### src/rtl/video_pattern_pkg.sv
`default_nettype none
// ============================================================================
// Module      : video_pattern_pkg
// Description : Shared constants for the video test-pattern generator:
//               pattern-mode encodings and the 8-entry colour-bar table
//               (8 bits per channel, packed {R,G,B}).
// Revision    : 1.0 - initial release
// ============================================================================
package video_pattern_pkg;

    localparam logic [1:0] c_MODE_COLORBAR = 2'd0;
    localparam logic [1:0] c_MODE_GRADIENT = 2'd1;
    localparam logic [1:0] c_MODE_GRID     = 2'd2;
    localparam logic [1:0] c_MODE_SOLID    = 2'd3;

    // Classic SMPTE-like bar order: white, yellow, cyan, green,
    // magenta, red, blue, black.
    localparam logic [23:0] c_BAR_COLORS [0:7] = '{
        24'hFFFFFF, 24'hFFFF00, 24'h00FFFF, 24'h00FF00,
        24'hFF00FF, 24'hFF0000, 24'h0000FF, 24'h000000
    };

endpackage
`default_nettype wire

### src/rtl/video_timing_ctrl.sv
`default_nettype none
// ============================================================================
// Module      : video_timing_ctrl
// Description : Raster counters and sync/active decode. Line and frame order
//               is active, front porch, sync, back porch. Counters are held
//               at (0,0) while i_enable is low.
// Ports       : clk, rst (async, active-high), i_enable
//               o_h_cnt / o_v_cnt        - current raster position
//               o_h_active / o_v_active  - position inside the visible area
//               o_h_sync / o_v_sync      - position inside the sync window
//                                          (polarity applied by the caller)
// Revision    : 1.0 - initial release
// ============================================================================
module video_timing_ctrl #(
    parameter int H_ACTIVE = 1280,
    parameter int H_FP     = 110,
    parameter int H_SYNC   = 40,
    parameter int H_BP     = 220,
    parameter int V_ACTIVE = 720,
    parameter int V_FP     = 5,
    parameter int V_SYNC   = 5,
    parameter int V_BP     = 20
) (
    input  logic                                               clk,
    input  logic                                               rst,
    input  logic                                               i_enable,
    output logic [$clog2(H_ACTIVE+H_FP+H_SYNC+H_BP)-1:0]       o_h_cnt,
    output logic [$clog2(V_ACTIVE+V_FP+V_SYNC+V_BP)-1:0]       o_v_cnt,
    output logic                                               o_h_active,
    output logic                                               o_v_active,
    output logic                                               o_h_sync,
    output logic                                               o_v_sync
);

    localparam int c_H_TOTAL = H_ACTIVE + H_FP + H_SYNC + H_BP;
    localparam int c_V_TOTAL = V_ACTIVE + V_FP + V_SYNC + V_BP;
    localparam int c_HW      = $clog2(c_H_TOTAL);
    localparam int c_VW      = $clog2(c_V_TOTAL);

    localparam logic [c_HW-1:0] c_H_LAST = c_HW'(c_H_TOTAL - 1);
    localparam logic [c_VW-1:0] c_V_LAST = c_VW'(c_V_TOTAL - 1);

    // One extra bit so a boundary equal to the total still fits.
    localparam logic [c_HW:0] c_H_ACT_END  = (c_HW+1)'(H_ACTIVE);
    localparam logic [c_HW:0] c_H_SYNC_BEG = (c_HW+1)'(H_ACTIVE + H_FP);
    localparam logic [c_HW:0] c_H_SYNC_END = (c_HW+1)'(H_ACTIVE + H_FP + H_SYNC);
    localparam logic [c_VW:0] c_V_ACT_END  = (c_VW+1)'(V_ACTIVE);
    localparam logic [c_VW:0] c_V_SYNC_BEG = (c_VW+1)'(V_ACTIVE + V_FP);
    localparam logic [c_VW:0] c_V_SYNC_END = (c_VW+1)'(V_ACTIVE + V_FP + V_SYNC);

    logic [c_HW-1:0] r_h_cnt;
    logic [c_VW-1:0] r_v_cnt;

    always_ff @(posedge clk or posedge rst) begin
        if (rst) begin
            r_h_cnt <= '0;
            r_v_cnt <= '0;
        end else if (!i_enable) begin
            r_h_cnt <= '0;
            r_v_cnt <= '0;
        end else if (r_h_cnt == c_H_LAST) begin
            r_h_cnt <= '0;
            r_v_cnt <= (r_v_cnt == c_V_LAST) ? '0 : r_v_cnt + 1'b1;
        end else begin
            r_h_cnt <= r_h_cnt + 1'b1;
        end
    end

    assign o_h_cnt    = r_h_cnt;
    assign o_v_cnt    = r_v_cnt;
    assign o_h_active = ({1'b0, r_h_cnt} <  c_H_ACT_END);
    assign o_v_active = ({1'b0, r_v_cnt} <  c_V_ACT_END);
    assign o_h_sync   = ({1'b0, r_h_cnt} >= c_H_SYNC_BEG) && ({1'b0, r_h_cnt} < c_H_SYNC_END);
    assign o_v_sync   = ({1'b0, r_v_cnt} >= c_V_SYNC_BEG) && ({1'b0, r_v_cnt} < c_V_SYNC_END);

endmodule
`default_nettype wire

### src/rtl/video_pattern_gen.sv
`default_nettype none
// ============================================================================
// Module      : video_pattern_gen
// Description : Video test-pattern generator: colour bars, horizontal
//               gradient, grid and solid colour, with programmable raster
//               timing. Every output is registered one cycle after the
//               raster counter state, so all outputs stay aligned.
// Ports       : sys_clk, sys_rst (async, active-high), enable, mode,
//               solid_rgb ({R,G,B}) -> hsync, vsync, de, rgb ({R,G,B}),
//               frame_start (pixel (0,0) pulse), pix_x, pix_y
// Revision    : 1.0 - initial release
// ============================================================================
module video_pattern_gen
    import video_pattern_pkg::*;
#(
    parameter int H_ACTIVE = 1280,
    parameter int H_FP     = 110,
    parameter int H_SYNC   = 40,
    parameter int H_BP     = 220,
    parameter int V_ACTIVE = 720,
    parameter int V_FP     = 5,
    parameter int V_SYNC   = 5,
    parameter int V_BP     = 20,
    parameter bit SYNC_POL = 1'b1,
    parameter int COLOR_W  = 8,
    parameter int NUM_BARS = 8,
    parameter int GRID     = 32
) (
    input  logic                         sys_clk,
    input  logic                         sys_rst,
    input  logic                         enable,
    input  logic [1:0]                   mode,
    input  logic [3*COLOR_W-1:0]         solid_rgb,
    output logic                         hsync,
    output logic                         vsync,
    output logic                         de,
    output logic [3*COLOR_W-1:0]         rgb,
    output logic                         frame_start,
    output logic [$clog2(H_ACTIVE)-1:0]  pix_x,
    output logic [$clog2(V_ACTIVE)-1:0]  pix_y
);

    localparam int c_H_TOTAL = H_ACTIVE + H_FP + H_SYNC + H_BP;
    localparam int c_V_TOTAL = V_ACTIVE + V_FP + V_SYNC + V_BP;
    localparam int c_HW      = $clog2(c_H_TOTAL);
    localparam int c_VW      = $clog2(c_V_TOTAL);
    localparam int c_XW      = $clog2(H_ACTIVE);
    localparam int c_YW      = $clog2(V_ACTIVE);
    localparam int c_BAR_W   = H_ACTIVE / NUM_BARS;
    localparam int c_BAR_CW  = (c_BAR_W > 1) ? $clog2(c_BAR_W) : 1;

    localparam logic [c_BAR_CW-1:0] c_BAR_LAST    = c_BAR_CW'(c_BAR_W - 1);
    localparam logic [c_HW-1:0]     c_H_LAST      = c_HW'(c_H_TOTAL - 1);
    localparam logic [c_HW-1:0]     c_GRID_MASK_H = c_HW'(GRID - 1);
    localparam logic [c_VW-1:0]     c_GRID_MASK_V = c_VW'(GRID - 1);

    logic [c_HW-1:0]        w_h_cnt;
    logic [c_VW-1:0]        w_v_cnt;
    logic                   w_h_active;
    logic                   w_v_active;
    logic                   w_h_sync;
    logic                   w_v_sync;

    video_timing_ctrl #(
        .H_ACTIVE (H_ACTIVE),
        .H_FP     (H_FP),
        .H_SYNC   (H_SYNC),
        .H_BP     (H_BP),
        .V_ACTIVE (V_ACTIVE),
        .V_FP     (V_FP),
        .V_SYNC   (V_SYNC),
        .V_BP     (V_BP)
    ) u_timing (
        .clk        (sys_clk),
        .rst        (sys_rst),
        .i_enable   (enable),
        .o_h_cnt    (w_h_cnt),
        .o_v_cnt    (w_v_cnt),
        .o_h_active (w_h_active),
        .o_v_active (w_v_active),
        .o_h_sync   (w_h_sync),
        .o_v_sync   (w_v_sync)
    );

    logic                   w_origin;
    logic                   w_de;
    logic [1:0]             r_mode;
    logic [3*COLOR_W-1:0]   r_solid;
    logic [1:0]             w_mode_eff;
    logic [3*COLOR_W-1:0]   w_solid_eff;

    assign w_origin = (w_h_cnt == '0) && (w_v_cnt == '0);
    assign w_de     = enable & w_h_active & w_v_active;

    // Pattern settings are captured at the frame origin. The origin pixel
    // itself takes the live inputs so the whole frame uses one setting.
    always_ff @(posedge sys_clk or posedge sys_rst) begin
        if (sys_rst) begin
            r_mode  <= c_MODE_COLORBAR;
            r_solid <= '0;
        end else if (w_origin) begin
            r_mode  <= mode;
            r_solid <= solid_rgb;
        end
    end

    assign w_mode_eff  = w_origin ? mode      : r_mode;
    assign w_solid_eff = w_origin ? solid_rgb : r_solid;

    // Bar index tracks the current h_cnt: a bar-width counter steps a 3-bit
    // index, whose natural wrap gives the colour index k mod 8.
    logic [c_BAR_CW-1:0]    r_bar_cnt;
    logic [2:0]             r_bar_idx;

    always_ff @(posedge sys_clk or posedge sys_rst) begin
        if (sys_rst) begin
            r_bar_cnt <= '0;
            r_bar_idx <= '0;
        end else if (!enable || (w_h_cnt == c_H_LAST)) begin
            r_bar_cnt <= '0;
            r_bar_idx <= '0;
        end else if (r_bar_cnt == c_BAR_LAST) begin
            r_bar_cnt <= '0;
            r_bar_idx <= r_bar_idx + 3'd1;
        end else begin
            r_bar_cnt <= r_bar_cnt + 1'b1;
        end
    end

    logic [23:0]            w_bar_color24;
    logic [3*COLOR_W-1:0]   w_bar_rgb;

    assign w_bar_color24 = c_BAR_COLORS[r_bar_idx];

    for (genvar i = 0; i < 3; i++) begin : g_chan
        if (COLOR_W <= 8) begin : g_narrow
            assign w_bar_rgb[i*COLOR_W +: COLOR_W] = w_bar_color24[i*8 + 8 - COLOR_W +: COLOR_W];
        end else begin : g_wide
            assign w_bar_rgb[i*COLOR_W +: COLOR_W] =
                {w_bar_color24[i*8 +: 8], {(COLOR_W-8){w_bar_color24[i*8]}}};
        end
    end

    logic [COLOR_W-1:0]     w_grad;
    logic                   w_grid_on;
    logic [3*COLOR_W-1:0]   w_pix;

    assign w_grad    = COLOR_W'(w_h_cnt);
    assign w_grid_on = ((w_h_cnt & c_GRID_MASK_H) == '0) || ((w_v_cnt & c_GRID_MASK_V) == '0);

    always_comb begin
        w_pix = '0;
        case (w_mode_eff)
            c_MODE_COLORBAR: w_pix = w_bar_rgb;
            c_MODE_GRADIENT: w_pix = {3{w_grad}};
            c_MODE_GRID:     w_pix = w_grid_on ? '1 : '0;
            c_MODE_SOLID:    w_pix = w_solid_eff;
            default:         w_pix = '0;
        endcase
    end

    logic                   r_de;
    logic                   r_frame_start;
    logic                   r_hsync;
    logic                   r_vsync;
    logic [3*COLOR_W-1:0]   r_rgb;
    logic [c_XW-1:0]        r_pix_x;
    logic [c_YW-1:0]        r_pix_y;

    always_ff @(posedge sys_clk or posedge sys_rst) begin
        if (sys_rst) begin
            r_de          <= 1'b0;
            r_frame_start <= 1'b0;
            r_hsync       <= ~SYNC_POL;
            r_vsync       <= ~SYNC_POL;
            r_rgb         <= '0;
            r_pix_x       <= '0;
            r_pix_y       <= '0;
        end else begin
            r_de          <= w_de;
            r_frame_start <= enable & w_origin;
            r_hsync       <= (enable & w_h_sync) ? SYNC_POL : ~SYNC_POL;
            r_vsync       <= (enable & w_v_sync) ? SYNC_POL : ~SYNC_POL;
            r_rgb         <= w_de ? w_pix : '0;
            r_pix_x       <= w_h_active ? c_XW'(w_h_cnt) : '0;
            r_pix_y       <= w_v_active ? c_YW'(w_v_cnt) : '0;
        end
    end

    assign de          = r_de;
    assign frame_start = r_frame_start;
    assign hsync       = r_hsync;
    assign vsync       = r_vsync;
    assign rgb         = r_rgb;
    assign pix_x       = r_pix_x;
    assign pix_y       = r_pix_y;

endmodule
`default_nettype wire

### config.mk
export PLATFORM = sky130hd
export DESIGN_NAME = video_pattern_gen
export DESIGN_NICKNAME = d
export VERILOG_FILES = /design/src/rtl/video_pattern_pkg.sv /design/src/rtl/video_timing_ctrl.sv /design/src/rtl/video_pattern_gen.sv
export SDC_FILE = /design/constraint.sdc
export NUM_CORES = 1
export LEC_CHECK = 0
export ABC_AREA = 0
export CAP_MARGIN = 40
export CORE_MARGIN = 2
export CORE_UTILIZATION = 54
export CTS_CLUSTER_DIAMETER = 30
export DETAILED_ROUTE_END_ITERATION = 10
export PLACE_DENSITY = 0.77
export SLEW_MARGIN = 20
export SYNTH_ARGS = -nofsm -noshare
export SYNTH_HDL_FRONTEND = slang
export SYNTH_SLANG_ARGS = --single-unit
### constraint.sdc
create_clock -name sys_clk -period 5 [get_ports sys_clk]
set_input_delay 1.5 -clock sys_clk [delete_from_list [all_inputs] [get_ports sys_clk]]
set_output_delay 1.5 -clock sys_clk [all_outputs]
set_load 0.005 [all_outputs]
Yosys cells after proc, flatten, opt, wreduce, memory -nomap -nowiden
Memories as Yosys holds them, arrays and structs flattened.
Index checks and enable logic that the tools add are counted.
{ "totals": {"rom_bits": 192, "output_inout_bits": 49, "elab_cells": 70, "in_bits": 29, "latchBits": 0, "ramBits": 0, "register_bits": 107, "mem_count": 1} }
{ "mem_list": {"columns": ["memory", "depth", "width", "rd", "rd_ports_with_merged_regs", "wr", "line_no", "text"], "rows": [
  ["(no name shown)", 8, 24, 1, 0, 0, "video_pattern_gen.sv:133", "assign w_bar_color24 = c_BAR_COLORS[r_bar_idx];"]
]} }
{ "classes": {"add_sub_neg": 4, "div": 0, "magnitude_cmp": 7, "n_mux": 20, "reduce_logical": 12, "n_mul": 0, "bitwise": 6, "eq_ne": 7, "shifts": 0} }
{ "op_table": {"columns": ["cell", "count"], "rows": [
  ["$mux W24", 5],
  ["$pmux W24 S4", 1],
  ["$mux W10", 4],
  ["$mux W11", 3],
  ["$logic_not A11 Y1", 2],
  ["$lt A11 B11 Y1 const B", 2],
  ["$logic_not A10 Y1", 2],
  ["$lt A10 B10 Y1 const B", 2],
  ["$mux W8", 2],
  ["$add A11 B1 Y11 const B", 1],
  ["$eq A11 B11 Y1 const B", 1],
  ["$ge A11 B11 Y1 const B", 1],
  ["$add A10 B1 Y10 const B", 1],
  ["$eq A10 B10 Y1 const B", 1],
  ["$ge A10 B10 Y1 const B", 1],
  ["$add A8 B1 Y8 const B", 1],
  ["$eq A8 B8 Y1 const B", 1],
  ["$mux W3", 2],
  ["$and A1 B1 Y1", 5],
  ["$eq A2 B2 Y1 const B", 2],
  ["$ge A4 B4 Y1 const B", 1],
  ["$not A3 Y4", 1],
  ["$add A3 B1 Y3 const B", 1],
  ["$logic_and A1 B1 Y1", 3],
  ["8 further kinds", 10]
]} }

Longest topological paths before layout
Gate-level depths: netlist of the first run.
{ "depth": {"ltp_word": 6, "mapped_depth": 8, "ltp_nobuf": 7} }

Hierarchy
From an unflattened synthesis of the first run, not the netlist that was laid out.
{ "hier_totals": {"hier_cells": 475, "hier_area_um2": 5417.7} }
{ "by_module_without_submodules": {"columns": ["module", "area_per_inst_um2", "n_inst", "cells_each", "seq_area_each_um2"], "rows": [
  ["video_pattern_gen", 4182.8, 1, 339, 2152.1],
  ["video_timing_ctrl", 1234.9, 1, 136, 525.5]
]} }

Worst setup path before layout of the first run
OpenSTA, ideal clock, no wires.
{ "synth_path": {"path_kind": "input -> register", "startpoint": "input mode[1]", "endpoint": "register r_rgb[0] (netlist: rgb[0])", "n_path_buf": 1, "required_time_ns": 4.851, "path_stages": 4, "setup_ns": 0.149, "path_slack_ns": 2.392, "t_arrival_ns": 2.460, "path_cell_list": "or4_1 -> buf_2 -> a21boi_4 -> a311oi_1"} }
{ "synth_between": {"elab_chain_cells": 4, "word_cells_on_any_way": 7, "cone_classes": "3 x eq/ne; 3 x mux; 1 x reduce/logical"} }
{ "synth_rtl": {"columns": ["item", "line_no", "text"], "rows": [
  ["start, declared", "video_pattern_gen.sv:32", "input logic [1:0] mode,"],
  ["$mux W2 *", null, null],
  ["$eq A2 B2 Y1, or another cell as far along", "video_pattern_gen.sv:153", "case (w_mode_eff)"],
  ["$pmux W24 S4 *", "video_pattern_gen.sv:153", null],
  ["$mux W24 *", "video_pattern_gen.sv:184", "r_rgb <= w_de ? w_pix : '0;"],
  ["end signal, assigned", "video_pattern_gen.sv:184", null],
  ["end, declared", "video_pattern_gen.sv:166", "logic [3*COLOR_W-1:0] r_rgb;"]
]} }
Every way passes the cells marked *; elsewhere a longest branch is shown, timed or not.
A chain may end at the register's enable or synchronous reset.

Final worst setup path of the first run
{ "layout_path": {"startpoint": "input mode[0]", "endpoint": "register r_rgb[23] (netlist: rgb[23])"} }
Same word-level chain as after synthesis.

==> results of run 1 <==
[routing by layer]
| metal | vias to the layer above | track usage |
|---|---|---|
| met1 | 1889 | 0.366 |
| met3 | 21 | 0.0418 |
| met5 | - | 0 |
| met2 | 179 | 0.354 |
| met4 | 0 | 0.0759 |
| li1 | 1807 | - |
[kinds of logic after synthesis]
family	after synthesis
muxes	30
and+or+nand+nor	148
adders and majority gates	9
xor gates and xnor gates	16
AOI/OAI and AO/OA	114
buffers and inverters	44
DFF	107
[registers in the layout, indices dropped and copies added (netlist names), 2 cells and up]
name and count:
r_bar_idx 3, pix_y 10, u_timing.o_v_cnt 10, r_solid 24
r_bar_cnt 8, r_mode 2, u_timing.o_h_cnt 11, pix_x 11
rgb 24
[metrics by stage]
stage          instances  hold WS, ns
2_1_floorplan        468        0.453
3_3_place_gp         630        0.468
3_5_place_dp         634        0.490
4_1_cts              650        0.504
5_1_grt              651        0.524
6_report             651        0.498
[Yosys cell counts (2+ instances only)]
| cell type | n | area, µm² |
|---|---|---|
| mux2i_1 | 4 | 40.0 |
| nand4_1 | 3 | 18.8 |
| clkbuf_1 | 21 | 78.8 |
| dfrtp_1 | 107 | 2680 |
| and2_1 | 22 | 138 |
| a21boi_4 | 3 | 56.3 |
| o31ai_1 | 5 | 37.5 |
| mux2_2 | 26 | 293 |
| a311oi_1 | 24 | 210 |
| nor3_1 | 2 | 10.0 |
| nor4_1 | 4 | 25.0 |
| nand2_1 | 39 | 146 |
| or4_1 | 2 | 15.0 |
| nand4b_1 | 3 | 26.3 |
| a21o_1 | 3 | 22.5 |
| and3_1 | 4 | 25.0 |
| inv_1 | 12 | 45.0 |
| nand3_1 | 10 | 50.1 |
| nor2b_1 | 6 | 37.5 |
| nor3b_1 | 2 | 15.0 |
| a31oi_1 | 24 | 150 |
| nand2b_1 | 4 | 25.0 |
| xnor2_1 | 11 | 96.3 |
| o21ai_1 | 2 | 10.0 |
| nor2_1 | 36 | 135 |
| a21oi_1 | 26 | 130 |
| or3_1 | 2 | 12.5 |
| buf_2 | 10 | 50.1 |
| o21ai_0 | 19 | 95.1 |
| xor2_1 | 5 | 43.8 |
| ha_1 | 9 | 113 |
[area by class of cell]
| type | instances | area (µm²) | share of cell area |
|---|---|---|---|
| Clock buffer | 10 | 138 | 0.0226 |
| Clock inverter | 6 | 47.5 | 0.00779 |
| Inverter | 12 | 47.5 | 0.00779 |
| Multi-Input combinational cell | 317 | 2140 | 0.351 |
| Sequential cell | 107 | 2680 | 0.439 |
| Tap cell | 111 | 139 | 0.0228 |
| Timing Repair Buffer | 88 | 908 | 0.149 |
[power groups by stage]
stage	clock [mW]	sequential, mW	combinational (mW)
after floorplan	0	0.992	0.199
after global placement	0	1.00	0.330
after detailed placement	0	1.00	0.347
after CTS	0.513	0.986	0.348
after global routing	0.545	0.997	0.384
final	0.501	0.988	0.355
[final timing paths]
kind                       slack [ns]      endpoint                start  cells past startpoint
max in group asynchronous        2.68  r_bar_cnt[7]              sys_rst                      4
max reg2reg                      1.75        rgb[1]  u_timing.o_v_cnt[1]                      9
min in group asynchronous        1.46            de              sys_rst                      2
min reg2reg                      0.50  r_bar_cnt[0]         r_bar_cnt[0]                      1
max                              1.65       rgb[23]              mode[0]                      5
min                              0.50  r_bar_cnt[0]         r_bar_cnt[0]                      1
==> summary.txt, run 1 <==
Outcome
  – Status: complete, no violations

Layout
  – Fill cells: 727
  – Diode count: 0
  – Leading cell types in the layout, fill and taps excluded: 107 x dfrtp_1, 77 x clkdlybuf4s50_1, 39 x nand2_1
  – Fraction of layout cells with a size suffix above 1: 0.122
  – Nets: 573
  – Area Growth Syn to Fin: 22.0%
  – Final std cell area, no fill: 6100 µm²
  – Most common cell after layout, fill and taps aside: dfrtp_1
  – Finished Core Util: 0.670

Power and ir drop
  – Sw Ratio: 0.281
  – Power per cell area: 302 nW/µm²
  – Pleak: 2.52 nW
  – Worst vdd ir: 0.000162 V
  – Internal power: 1.33 mW
  – Switch Pwr: 518 µW
  – PnR Total Power: 1.84 mW
  – Power share of the sequential group: 0.536
  – Logic pwr share: 0.192
  – Clock group share of total power: 0.272

Clock network
  – Cts bufs inserted: 9
  – Clk root buf: clkbuf_8
  – CTS tree: done
  – # resized after CTS: 0
  – Bufs on Longest Clock Path: 2
  – Later-pin clock latency in the skew report: 0.37 ns
  – CTS sink cnt: 107
  – Hold-fix buffer count after cts: 0
  – Clock-pin slew on the worst setup and hold paths: 0.10 ns
  – Post-CTS setup buffers: 0
  – # H-tree levels: 3

Routing
  – DR pass1 iterations: 5
  – Residual antenna-violating net count after detailed routing: 0
  – Drt via density: 5.98
  – DR WL met2: 5.24 mm
  – M1 WL: 5.26 mm
  – Iteration-0 DRC Markers: 257
  – Total Routed Length: 11.6 mm
  – Per-cell routed wire length: 17.8 µm
  – # DRC: 0
  – WL met3: 818 µm
  – Highest routed metal layer: met4
  – Vias: 3896

STA
  – Min cycle time layout: 3.35 ns
  – Final setup violation count: 0
  – F_max: 0.299 GHz
  – Setup TNS: 0 ns
  – Fin. max-slew vios: 0
  – Slew Limit Headroom: 0.411
  – Clk_skew: 0.00909 ns
  – Final Hold Viols: 0
  – Unrepaired setup endpoints after global routing: no
  – Worst-Margin Slew: 0.884 ns
  – Final Worst Setup Slack: 1.65 ns
  – Final period utilization: 0.669

Synth
  – Synthesized area per cell: 10.7 µm²
  – Combinational family with the most area after synthesis: compound AO/OA/AOI/OAI gates
  – Net count of the mapped netlist: 506
  – Sequential area share after synthesis: 0.535
  – Post-Synth Simple-Gate Area: 0.155
  – Synth Area in Compound Gates: 0.156
  – Predominant post-synthesis flop cell: dfrtp_1
  – Post-synth ARST share: 1.00
  – Yosys warns: 0
  – Synthesized area: 5000 µm²
  – EDFF count, synth: 0
  – Post-synth cell types: 49
  – Mux contribution to synthesized area: 0.0665
  – Post-synthesis cell count: 468
  – Synth Area in XOR/XNOR: 0.0280
  – Adder-Cell Fraction of Synth Area: 0.0225
  – Yosys reg bits: 107

Global route
  – Vias in the first global route: 3692
  – Largest net degree at the start of global routing: 54
  – GRT Total Usage: 0.241
  – First-pass GRT wire length: 19.1 mm
  – Initial antenna violation count: 0
  – Total congestion overflow: 0

Place
  – DP Wirelength: 8.25 mm
  – Number of port buffers: 77
  – Pre-CTS WS: 1.35 ns
  – Gpl congestion: 0.931
  – Area after DPL: 5900 µm²

Critical path
  – CP cell instances: clkdlybuf4s50_1 > inv_1 > nor4_2 > o21ai_0 > a311oi_1
  – Crit-path slowest cell: nor4_2
  – Buffers & Inverters on Critical Path: 2
  – Worst setup SP type: input pin
  – Slowest stage delay, CP: 0.62 ns
  – WP data arrival: 3.58 ns
  – Crit Path Class: in2reg
  – Crit path max-delay family: compound AO/OA/AOI/OAI gates
  – WP data required: 5.23 ns
  – CP Capture Type: flop
  – Critical Path Fanout Max: 7

Job
  – Max_cap viols: 0

Die
  – Die span in y: 100 µm
  – I/O pins: 78
  – Die area: 10000 µm²
  – Number of cell rows: 35
  – Initial Util: 0.549
  – Die W: 100 µm
  – Placeable Area: 9110 µm²

Hold path
  – Tightest Hold Check Type: reg2reg
No activity file was read; power rests on OpenSTA's default activity.
==> inputs of run 2 (changes only) <==
clock period = 3.2 ns   (was 5 ns; I/O delays follow)
==> run 2 against run 1 <==
Non-clock buffer count increased by 5. Register-to-register slack got worse by 1.4 ns. Final area increased by 0.53%. Wire length decreased by 0.38%. Critical path type is now reg2reg. Critical path depth increased by 2. Global-route usage decreased by 0.26 points. Cell count increased by 0.77%.
==> summary.txt, run 2 (synthesized netlist as in run 1, its figures left out) <==
Outcome
  – Status: complete, no violations

Die
  – Placeable Area: 9110 µm² (unchanged)
  – Die area: 10000 µm² (unchanged)
  – I/O pins: 78 (unchanged)
  – Die W: 100 µm (unchanged)
  – Initial Util: 0.549 (unchanged)
  – Number of cell rows: 35 (unchanged)
  – Die span in y: 100 µm (unchanged)

Routing
  – Iteration-0 DRC Markers: 236 (-8.2%)
  – Drt via density: 5.93 (-0.89%)
  – # DRC: 0 (unchanged)
  – Total Routed Length: 11.5 mm (-0.38%)
  – Vias: 3891 (-0.13%)
  – Residual antenna-violating net count after detailed routing: 0 (unchanged)
  – Per-cell routed wire length: 17.5 µm (-1.1%)
  – DR pass1 iterations: 7 (+2)

Place
  – Gpl congestion: 0.890 (-4.4%)
  – Number of port buffers: 77 (unchanged)
  – DP Wirelength: 8.12 mm (-1.6%)
  – Area after DPL: 5900 µm² (about the same)
  – Placed cell count: 637 (+0.47%)

Critical path
  – Crit Path Class: reg2reg
  – WP data required: 3.47 ns (-1.76 ns)
  – CP Capture Type: flop
  – Critical Path Fanout Max: 7 (unchanged)
  – Worst setup SP type: flop
  – WP data arrival: 3.12 ns (-0.46 ns)

Power and ir drop
  – Worst vdd ir: 0.000305 V (+88%)
  – Pleak: 2.54 nW (+0.79%)
  – Switch Pwr: 809 µW (+56%)
  – Power share of the sequential group: 0.521 (-0.015)
  – Sw Ratio: 0.274 (-0.00705)
  – Logic pwr share: 0.188 (-0.004)
  – Internal power: 2.15 mW (+62%)
  – Clock group share of total power: 0.291 (+0.019)
  – Power per cell area: 482 nW/µm² (+59%)

Global route
  – Largest net degree at the start of global routing: 49 (-9.3%)
  – Initial antenna violation count: 0 (unchanged)
  – Total congestion overflow: 0 (unchanged)
  – GRT Total Usage: 0.238 (-0.00259)
  – Vias in the first global route: 3675 (-0.46%)
  – First-pass GRT wire length: 18.8 mm (-1.3%)

Layout
  – Fraction of layout cells with a size suffix above 1: 0.130 (+0.00805)
  – Fill cells: 710 (-2.3%)
  – Multi-input gate area in the final layout: 2140 µm² (unchanged)
  – Post-Layout Cell Count: 656 (+0.77%)
  – Diode count: 0 (unchanged)
  – Nets: 578 (+0.87%)
  – Most common cell after layout, fill and taps aside: dfrtp_1
  – FF+latch area: 2680 µm² (unchanged)
  – Final std cell area, no fill: 6130 µm² (+0.53%)
  – Leading cell types in the layout, fill and taps excluded: 107 x dfrtp_1, 77 x clkdlybuf4s50_1, 39 x nand2_1
  – Area Growth Syn to Fin: 22.6%

STA
  – Min cycle time layout: 2.85 ns
  – Unrepaired setup endpoints after global routing: no
  – Slew Limit Headroom: 0.575 (+0.165)
  – Final period utilization: 0.891
  – Setup TNS: 0 ns (unchanged)
  – F_max: 0.351 GHz
  – Final setup violation count: 0 (unchanged)
  – Fin Hold WS: 0.492 ns (-0.00568 ns)
  – Worst-Margin Slew: 0.635 ns (-0.249 ns)
  – Final Hold Viols: 0 (unchanged)
  – Fin. max-slew vios: 0 (unchanged)
  – Clk_skew: 0.0143 ns (+0.00524 ns)

Clock network
  – # H-tree levels: 3 (unchanged)
  – Clk root buf: clkbuf_8
  – Post-CTS setup buffers: 0 (unchanged)
  – Later-pin clock latency in the skew report: 0.36 ns (about the same)
  – CTS sink cnt: 107 (unchanged)
  – Bufs on Longest Clock Path: 2 (unchanged)
  – Cts bufs inserted: 9 (unchanged)
  – Clock-pin slew on the worst setup and hold paths: 0.10 ns (about the same)
  – # resized after CTS: 0 (unchanged)
  – CTS tree: done
  – Hold-fix buffer count after cts: 0 (unchanged)

Job
  – Max_cap viols: 0 (unchanged)

Hold path
  – Tightest Hold Check Type: reg2reg
[run 2: worst max-delay path, cell delays in order (launching register included)]
cell and delay, ns:
dfrtp_1 0.49, inv_1 0.10, ha_1 0.14, or4b_4 0.49, or3_4 0.43, nor4_2 0.47, o21ai_0 0.29, a311oi_1 0.34
[run 2: final timing paths]
| check | cells past startpoint | start | to | slack [ns] |
|---|---|---|---|---|
| worst max-delay path | 7 | u_timing.o_h_cnt[0] | rgb[17] | 0.35 |
| worst min register to register | 1 | r_bar_cnt[0] | r_bar_cnt[0] | 0.49 |
| worst min-delay path | 1 | r_bar_cnt[0] | r_bar_cnt[0] | 0.49 |
| max in group asynchronous | 3 | sys_rst | u_timing.o_v_cnt[3] | 1.48 |
| min in group asynchronous | 2 | sys_rst | pix_x[0] | 1.01 |
| worst max register to register | 7 | u_timing.o_h_cnt[0] | rgb[17] | 0.35 |
[run 2: final cells by class]
class                           count  share of cell area
Tap cell                          111              0.0226
Clock buffer                       10              0.0224
Sequential cell                   107               0.437
Timing Repair Buffer               93               0.150
Multi-Input combinational cell    317               0.349
Clock inverter                      6              0.0112
Inverter                           12             0.00796
[run 2: per-layer routing]
| layer | up-vias | wire length (µm) | GRT usage |
|---|---|---|---|
| met4 | 0 | 204 | 0.0822 |
| met1 | 1898 | 5220 | 0.352 |
| met2 | 154 | 5460 | 0.362 |
| met5 | - | 0 | 0 |
| met3 | 19 | 621 | 0.0355 |
| li1 | 1820 | - | - |
[run 2: power groups by stage]
stage / Sequential (mW) / Combinational (mW) / Clock (mW)
6_report: 1.54 / 0.557 / 0.860
2_1_floorplan: 1.55 / 0.312 / 0
3_5_place_dp: 1.56 / 0.547 / 0
5_1_grt: 1.55 / 0.606 / 0.928
3_3_place_gp: 1.56 / 0.531 / 0
4_1_cts: 1.54 / 0.548 / 0.872
[run 2: metrics by stage]
stage | worst slack [ns] | util | total power [mW]
6_report | 0.349 | 0.673 | 2.95
5_1_grt | 0.133 | 0.673 | 3.09
4_1_cts | 0.385 | 0.671 | 2.96
3_5_place_dp | 0.305 | 0.648 | 2.11
3_3_place_gp | 0.389 | 0.648 | 2.09
2_1_floorplan | 0.677 | - | 1.86
==> inputs of run 3 (changes only) <==
--- a/config.mk
+++ b/config.mk
@@ -13,3 +13,3 @@
 export DETAILED_ROUTE_END_ITERATION = 10
-export PLACE_DENSITY = 0.77
+export PLACE_DENSITY = 0.92
 export SLEW_MARGIN = 20
--- a/constraint.sdc
+++ b/constraint.sdc
@@ -3,2 +3,2 @@
 set_output_delay 0.96 -clock sys_clk [all_outputs]
-set_load 0.005 [all_outputs]
+set_load 0.1 [all_outputs]
==> run 3 against run 2 <==
Final area is 2.2% lower. Setup slack worse by 0.061 ns. Clock skew down 0.0036 ns. Sequential share of layout area up 0.99 points. Via count grew 2.3%. Register-to-register slack lost 0.06 ns. Combinational power rose by 62%. Sequential power barely moved. Utilization decreased by 1.5 points. Hold slack worse by 0.00079 ns. Largest power group unchanged.
==> summary.txt, run 3 (synthesized netlist as in run 1, its figures left out) <==
Outcome
  – Status: complete, no violations

Global route
  – Total congestion overflow: 0 (unchanged)
  – GRT Total Usage: 0.235 (-0.00332)
  – Largest net degree at the start of global routing: 50 (+2.0%)
  – Initial antenna violation count: 0 (unchanged)
  – First-pass GRT wire length: 18.4 mm (-2.1%)
  – Vias in the first global route: 3760 (+2.3%)

STA
  – Min cycle time layout: 2.91 ns (+0.0606 ns)
  – Final period utilization: 0.910 (+0.0189)
  – Final Worst Setup Slack: 0.289 ns (-0.0606 ns)
  – Worst-Margin Slew: 0.837 ns (+0.201 ns)
  – Final Hold Viols: 0 (unchanged)
  – Final setup violation count: 0 (unchanged)
  – Fin. max-slew vios: 0 (unchanged)
  – Unrepaired setup endpoints after global routing: no
  – Setup TNS: 0 ns (unchanged)
  – Clk_skew: 0.0107 ns (-0.00360 ns)
  – Slew Limit Headroom: 0.438 (-0.138)
  – F_max: 0.343 GHz (-2.1%)

Die
  – Placeable Area: 9110 µm² (unchanged)
  – Die W: 100 µm (unchanged)
  – Initial Util: 0.549 (unchanged)
  – Die area: 10000 µm² (unchanged)
  – Die span in y: 100 µm (unchanged)
  – Number of cell rows: 35 (unchanged)
  – I/O pins: 78 (unchanged)

Critical path
  – WP data arrival: 3.15 ns (+0.03 ns)
  – WP data required: 3.44 ns (-0.03 ns)
  – Crit path max-delay family: simple AND/OR/NAND/NOR gates
  – Crit-path slowest cell: or4b_1
  – CP cell instances: inv_1 > ha_1 > or4b_1 > or3_4 > nor4_2 > o21ai_0 > a311oi_1
  – Critical Path Fanout Max: 7 (unchanged)
  – CP Capture Type: flop
  – Buffers & Inverters on Critical Path: 1 (unchanged)
  – Crit Path Class: reg2reg
  – Worst setup SP type: flop
  – Slowest stage delay, CP: 0.52 ns (+0.03 ns)

Clock network
  – Cts bufs inserted: 9 (unchanged)
  – # H-tree levels: 3 (unchanged)
  – CTS sink cnt: 107 (unchanged)
  – Hold-fix buffer count after cts: 0 (unchanged)
  – Post-CTS setup buffers: 0 (unchanged)
  – Bufs on Longest Clock Path: 2 (unchanged)
  – Clock-pin slew on the worst setup and hold paths: 0.10 ns (about the same)
  – Clk root buf: clkbuf_8
  – CTS tree: done
  – Later-pin clock latency in the skew report: 0.37 ns (about the same)
  – # resized after CTS: 0 (unchanged)

Power and ir drop
  – Pleak: 2.61 nW (+2.5%)
  – PnR Total Power: 3.27 mW (+11%)
  – Worst vdd ir: 0.000277 V (-9.0%)
  – Power per cell area: 546 nW/µm² (+13%)

Layout
  – Post-Layout Cell Count: 654 (-0.30%)
  – Fill cells: 649 (-8.6%)
  – Most common cell after layout, fill and taps aside: dfrtp_1
  – Area Growth Syn to Fin: 19.9%
  – Fraction of layout cells with a size suffix above 1: 0.215 (+0.0852)
  – Nets: 576 (-0.35%)
  – Diode count: 0 (unchanged)
  – FF+latch area: 2680 µm² (unchanged)
  – Leading cell types in the layout, fill and taps excluded: 107 x dfrtp_1, 59 x buf_4, 39 x nand2_1
  – Multi-input gate area in the final layout: 2140 µm² (unchanged)

Place
  – Placed cell count: 637 (unchanged)
  – DP Wirelength: 8.19 mm (+0.91%)
  – Pre-CTS WS: 0.310 ns (+0.00520 ns)
  – Gpl congestion: 0.877 (-1.5%)
  – Number of port buffers: 77 (unchanged)

Job
  – Max_cap viols: 0 (unchanged)

Routing
  – Per-cell routed wire length: 17.6 µm (about the same)
  – Iteration-0 DRC Markers: 314 (+33%)
  – Residual antenna-violating net count after detailed routing: 0 (unchanged)
  – # DRC: 0 (unchanged)
  – Total Routed Length: 11.5 mm (-0.25%)
  – Vias: 3980 (+2.3%)
  – DR pass1 iterations: 6 (-1)
  – Drt via density: 6.09 (+2.6%)

Hold path
  – Tightest Hold Check Type: reg2reg
run 3: cell types whose count changed in the layout (fill, tap and decap cells not counted), moves of 2 or more:
cell / before / now
clkdlybuf4s50_1: 77 / 28
buf_4: 11 / 59
clkinvlp_4: 2 / 4
inv_6: 3 / 1
run 3: stage by stage:
| step | instance area [µm²] | util | hold slack [ns] |
|---|---|---|---|
| final | 6000 | 0.658 | 0.492 |
| after global routing | 6000 | 0.658 | 0.514 |
| after CTS | 5990 | 0.658 | 0.494 |
| after detailed placement | 5790 | 0.636 | 0.481 |
| after global placement | 5790 | 0.636 | 0.467 |
| after floorplan | 5000 | - | 0.453 |
run 3: cell type report:
cell class,instances,share of cell area
Clock buffer,10,0.0213
Clock inverter,6,0.0121
Inverter,12,0.00814
Multi-Input combinational cell,317,0.357
Sequential cell,107,0.446
Tap cell,111,0.0232
Timing Repair Buffer,91,0.131
run 3: path summary, 6_finish.rpt:
| path | start | endpoint | slack, ns | depth (start not counted) |
|---|---|---|---|---|
| max in group asynchronous | sys_rst | r_bar_idx[1] | 1.55 | 3 |
| min in group asynchronous | sys_rst | pix_x[4] | 1.02 | 2 |
| worst min-delay path | r_bar_cnt[0] | r_bar_cnt[0] | 0.49 | 1 |
| worst min register to register | r_bar_cnt[0] | r_bar_cnt[0] | 0.49 | 1 |
| worst max register to register | u_timing.o_v_cnt[1] | rgb[5] | 0.29 | 7 |
| worst max-delay path | u_timing.o_v_cnt[1] | rgb[5] | 0.29 | 7 |
run 3: per-layer routing:
metal	share of wire	vias up	track usage	routed length, µm
met1	0.41	1938	0.318	4750
met3	0.065	34	0.0411	751
met5	0	-	0	0
met2	0.49	192	0.381	5660
met4	0.028	0	0.0906	322
li1	-	1816	-	-
run 3: report_power, final:
| part | switching (mW) | internal, mW | total, mW |
|---|---|---|---|
| Clock | 0.454 | 0.370 | 0.824 |
| Sequential | 0.0726 | 1.47 | 1.54 |
| Combinational | 0.643 | 0.262 | 0.904 |
| Total | 1.17 | 2.10 | 3.27 |
